===== src/rtl/waste_bin_counter.sv =====
// rtl/waste_bin_counter.sv - multi-channel waste bin item counter with full flags, total and sticky errors
// Optional auto-empty timers: define WASTE_BIN_AUTO_EMPTY_EN.
module waste_bin_counter #(
    parameter int N_CH        = 2,
    parameter int WIDTH       = 4,
    parameter int LIMIT       = 9,
    parameter int WRAP        = 0,
    parameter int TOT_W       = 8,
    parameter int EMPTY_DELAY = 4
) (
    input  logic                    clock,
    input  logic                    clear,
    input  logic                    item_valid,
    input  logic [2:0]              item_ch,
    input  logic [N_CH-1:0]         empty_req,
    output logic [N_CH*WIDTH-1:0]   count,
    output logic [N_CH-1:0]         full,
    output logic [N_CH-1:0]         wrap_pulse,
    output logic [TOT_W-1:0]        total,
    output logic                    drop_err,
    output logic                    bad_ch_err
);

    typedef enum logic {S_COUNTING, S_FULL} state_t;

    localparam logic [WIDTH-1:0] LIM = WIDTH'(LIMIT);

    generate
        if (N_CH < 1 || N_CH > 8 || LIMIT < 1 || LIMIT > (2**WIDTH) - 1 ||
            EMPTY_DELAY < 1 || EMPTY_DELAY > 255) begin : g_bad_param
            $error("waste_bin_counter: parameter out of range");
        end
    endgenerate

    state_t           r_state     [N_CH];
    state_t           w_state_nxt [N_CH];
    state_t           w_base_st   [N_CH];
    logic [WIDTH-1:0] r_count     [N_CH];
    logic [WIDTH-1:0] w_count_nxt [N_CH];
    logic [WIDTH-1:0] w_base_cnt  [N_CH];
    logic [N_CH-1:0]  r_full;
    logic [N_CH-1:0]  w_full_nxt;
    logic [N_CH-1:0]  r_wrap;
    logic [N_CH-1:0]  w_wrap_nxt;
    logic [N_CH-1:0]  w_hit;
    logic [N_CH-1:0]  w_accept;
    logic [N_CH-1:0]  w_drop;
    logic [N_CH-1:0]  w_empty;
    logic [N_CH-1:0]  w_auto;
    logic [TOT_W-1:0] r_total;
    logic             r_drop_err;
    logic             r_bad_ch_err;
    logic             w_bad_ch;

    assign w_bad_ch = item_valid && ({1'b0, item_ch} >= 4'(N_CH));

    // Empty (explicit or automatic) is applied first; a same-cycle item then counts into the fresh bin.
    always_comb begin
        for (int k = 0; k < N_CH; k++) begin
            w_hit[k]       = item_valid && (item_ch == 3'(k));
            w_empty[k]     = empty_req[k] | w_auto[k];
            w_base_cnt[k]  = w_empty[k] ? '0 : r_count[k];
            w_base_st[k]   = w_empty[k] ? S_COUNTING : r_state[k];
            w_count_nxt[k] = w_base_cnt[k];
            w_state_nxt[k] = w_base_st[k];
            w_full_nxt[k]  = (WRAP == 0) && (w_base_st[k] == S_FULL);
            w_wrap_nxt[k]  = 1'b0;
            w_accept[k]    = 1'b0;
            w_drop[k]      = 1'b0;
            if (w_hit[k]) begin
                if (w_base_st[k] == S_FULL) begin
                    w_drop[k] = 1'b1;
                end else begin
                    w_accept[k] = 1'b1;
                    if ((WRAP != 0) && (w_base_cnt[k] == LIM)) begin
                        w_count_nxt[k] = '0;
                        w_wrap_nxt[k]  = 1'b1;
                    end else begin
                        w_count_nxt[k] = w_base_cnt[k] + 1'b1;
                        if (w_base_cnt[k] + 1'b1 == LIM) begin
                            w_full_nxt[k] = 1'b1;
                            if (WRAP == 0) begin
                                w_state_nxt[k] = S_FULL;
                            end
                        end
                    end
                end
            end
        end
    end

`ifdef WASTE_BIN_AUTO_EMPTY_EN
    logic [7:0] r_timer [N_CH];

    always_comb begin
        for (int k = 0; k < N_CH; k++) begin
            w_auto[k] = (WRAP == 0) && (r_state[k] == S_FULL) && (r_timer[k] == 8'd1);
        end
    end

    // Timer is (re)loaded whenever the channel enters FULL, including a refill right after an empty.
    always_ff @(posedge clock) begin
        if (clear) begin
            for (int k = 0; k < N_CH; k++) r_timer[k] <= '0;
        end else begin
            for (int k = 0; k < N_CH; k++) begin
                if ((w_state_nxt[k] == S_FULL) && ((r_state[k] != S_FULL) || w_empty[k])) begin
                    r_timer[k] <= 8'(EMPTY_DELAY);
                end else if ((r_state[k] == S_FULL) && (r_timer[k] != 8'd0)) begin
                    r_timer[k] <= r_timer[k] - 8'd1;
                end
            end
        end
    end
`else
    assign w_auto = '0;
`endif

    always_ff @(posedge clock) begin
        if (clear) begin
            for (int k = 0; k < N_CH; k++) begin
                r_state[k] <= S_COUNTING;
                r_count[k] <= '0;
            end
            r_full       <= '0;
            r_wrap       <= '0;
            r_total      <= '0;
            r_drop_err   <= 1'b0;
            r_bad_ch_err <= 1'b0;
        end else begin
            for (int k = 0; k < N_CH; k++) begin
                r_state[k] <= w_state_nxt[k];
                r_count[k] <= w_count_nxt[k];
            end
            r_full <= w_full_nxt;
            r_wrap <= w_wrap_nxt;
            if ((|w_accept) && (r_total != {TOT_W{1'b1}})) begin
                r_total <= r_total + 1'b1;
            end
            if (|w_drop) r_drop_err <= 1'b1;
            if (w_bad_ch) r_bad_ch_err <= 1'b1;
        end
    end

    generate
        for (genvar g = 0; g < N_CH; g++) begin : g_count_out
            assign count[g*WIDTH +: WIDTH] = r_count[g];
        end
    endgenerate

    assign full       = r_full;
    assign wrap_pulse = r_wrap;
    assign total      = r_total;
    assign drop_err   = r_drop_err;
    assign bad_ch_err = r_bad_ch_err;

endmodule


===== config.mk =====
export PLATFORM = sky130hd
export DESIGN_NAME = waste_bin_counter
export DESIGN_NICKNAME = d
export VERILOG_FILES = /design/src/rtl/waste_bin_counter.sv
export SDC_FILE = /design/constraint.sdc
export NUM_CORES = 1
export LEC_CHECK = 0
export CORE_AREA = 2 2 47 60
export DETAILED_ROUTE_END_ITERATION = 8
export DIE_AREA = 0 0 49 62
export PLACE_DENSITY = 0.85
export RECOVER_POWER = 25
export SLEW_MARGIN = 20
export SYNTH_ARGS = -nofsm -noshare
export SYNTH_HDL_FRONTEND = slang
export SYNTH_SLANG_ARGS = --single-unit

===== constraint.sdc =====
create_clock -name clock -period 2.4 [get_ports clock]
set_clock_uncertainty 0.15 [all_clocks]
set_input_delay 0.48 -clock clock [delete_from_list [all_inputs] [get_ports clock]]
set_output_delay 0.48 -clock clock [all_outputs]
set_load 0.01 [all_outputs]

==> qor.csv <==
metric;value;unit
Post-synth EDFFs;0;
Die X;49;microns
Final #Nets;170;
#FFs+latches synth;20;
first-pass GRT wire length;4.160;mm
DR WL met2;1.310;mm
area grow syn2layout;33.29;%
non-filler cells, final;191;
Vias;1032;
n_diodes;0;
sequential share of the synthesized area;0.3725;
startpoint types;primary input;
Netlist Area Pre-Place;1075;sq um
count of cell types in the netlist;38;
metal3 WL;94;microns
Final Critical Period;2.218;ns
post_cts resized;0;
actual slew at the worst max-slew pin;0.6890;ns
largest net degree at the start of global routing;20;
yosys warns;0;
total gr overflow;0;
core area;2549;sq um
drc violations;0;
max_cap viols;0;
P per Cell Area;388.7;nW/um^2
Slew HR;0.5391;
Hold Crit Class;register to register;
Die Ht;62;microns
hold_buf cts;0;
# rows;21;
crit path max fanout;7;
Top Metal Used;met4;
worst vdd ir;0.0002393;V
placed cell area;1421;sq um
f_max;450.9;MHz
Port Buf Inserts;27;
Clock Pin Slew Worst Setup and Hold Paths;0.11;ns
CTS Buf Count;3;
H-tree Lvls;1;
Antenna Nets Post-Route;0;
Async SR Flop Fraction;0;
Via density;5.403;
Primary FF master, synth;dfxtp_1;
initial cell density of the core;0.4217;
Ports;30;
Final Cell Area;1433;sq um
Die ar.;3038;sq um
Total GRT Usage;0.1764;
Routability Congestion;0.7875;
WL met1;1.011;mm
syn avg cell area;8.738;sq um
leak pwr;0.4508;nW
Hold Fails Final Rpt;0;
share of cells above drive strength 1;0.08917;
max-slew violation count;0;
RSZ-0062 raised after global routing;false;
clock tree buffer depth;2;
WL per Instance;12.99;microns
Clock Sinks;20;
drt pass-1 iters;4;
placed insts;188;
most frequent cells in the layout;clkdlybuf4s50_1 (22), dfxtp_1 (20), a21oi_1 (11), nor2_1 (10), nand2b_1 (9);
Setup Buffers After CTS;0;
final WL;2.482;mm
most common cell after layout, fill and taps aside;clkdlybuf4s50_1;
initial DRC count;16;
initial antenna violation count;0;
Root Buffer;clkbuf_4;
Syn Inst Count;123;
vias in the first global route;1008;
CTS tree;built;
Worst Path Arrival;2.28;ns
Clock Latency Late Sink;0.30;ns
CP required;2.46;ns
DP HPWL;1.922;mm
Setup CP Type;primary input to register;
Worst setup EP type;register;
part of the cycle the worst path needs;0.9241;
Setup-failing EPs final;0;
status;finished, final reports clean;
==> cells in the mapped netlist (2+ instances only) <==
library cell	n	share of area
inv_1	3	0.010
nor3_1	6	0.028
nor4_1	3	0.017
nand3_1	5	0.023
ha_1	3	0.035
nand2_1	6	0.021
o21ai_0	3	0.014
nand2b_1	9	0.052
dfxtp_1	20	0.37
a211oi_1	3	0.021
o31ai_1	2	0.014
xnor2_1	5	0.041
and4_1	2	0.016
nor2b_1	3	0.017
nand4_1	3	0.017
a21oi_1	11	0.051
clkbuf_1	2	0.0070
or4_1	2	0.014
buf_4	2	0.014
a31oi_1	3	0.017
nor2_1	10	0.035
==> flip-flops by register name, summed over array words and instances (netlist names) <==
name and count:
bad_ch_err 1, total 8, drop_err 1, full 2, r_count 8
==> per-stage QoR <==
| stage | hold slack [ns] | setup TNS, ns | total power (W) | worst slack [ns] | util |
|---|---|---|---|---|---|
| after CTS | 0.3069 | 0 | 0.0005637 | 0.2432 | 0.5665 |
| after floorplan | 0.3196 | 0 | 0.0003731 | 0.5172 | - |
| after global placement | 0.2800 | -0.01931 | 0.0004044 | -0.01931 | 0.5577 |
| final | 0.2979 | 0 | 0.0005569 | 0.1822 | 0.5621 |
| after detailed placement | 0.2908 | -0.2467 | 0.0004067 | -0.08529 | 0.5577 |
| after global routing | 0.3437 | 0 | 0.0005775 | 0.08636 | 0.5621 |
==> worst max-delay path: stages <==
cell           delay (ns)
dlygate4sd3_1        0.61
or4b_1               0.54
o22ai_2              0.29
a31oi_1              0.14
o21ba_2              0.22
==> path summary, 6_finish.rpt <==
kind / cells past startpoint / endpoint / slack [ns] / startpoint
worst max-delay path: 5 / total[4]$_SDFFE_PP0P_ / 0.18 / item_ch[1]
worst min-delay path: 2 / bad_ch_err$_SDFFE_PP0P_ / 0.30 / bad_ch_err$_SDFFE_PP0P_
worst max register to register: 4 / total[5]$_SDFFE_PP0P_ / 0.74 / total[3]$_SDFFE_PP0P_
worst min register to register: 2 / bad_ch_err$_SDFFE_PP0P_ / 0.30 / bad_ch_err$_SDFFE_PP0P_
==> power by group <==
part | internal, W | switching (W)
logic | 0.0000292 | 0.0000281
clock network | 0.0000587 | 0.000103
registers | 0.000335 | 0.00000297
==> metal layers <==
metal  up-vias  GRT usage
li1        522          -
met1       479     0.1820
met2        24     0.3346
met3         7    0.03349
met4         0     0.1184
met5         -          0
==> logic make-up after synthesis <==
| logic type | after synthesis | share of synthesized area |
|---|---|---|
| other | 1 | 0.003489 |
| adder cells (fa/ha/maj) | 4 | 0.04424 |
| flip-flops | 20 | 0.3725 |
| XOR/XNOR | 6 | 0.04889 |
| multiplexers | 1 | 0.009314 |
| AND/OR/NAND/NOR | 57 | 0.3225 |
| buffers and inverters | 7 | 0.03143 |
| AO/OA/AOI/OAI | 27 | 0.1676 |
==> final cells by class <==
type | instances | area [sq um]
fill | 240 | 1116
multi-input combinational | 97 | 644.4
sequential | 20 | 400.4
timing repair buffer | 34 | 311.5
tap | 34 | 42.54
clock buffer | 3 | 22.52
inverter | 3 | 11.26
(Power assumes the default switching activity.)
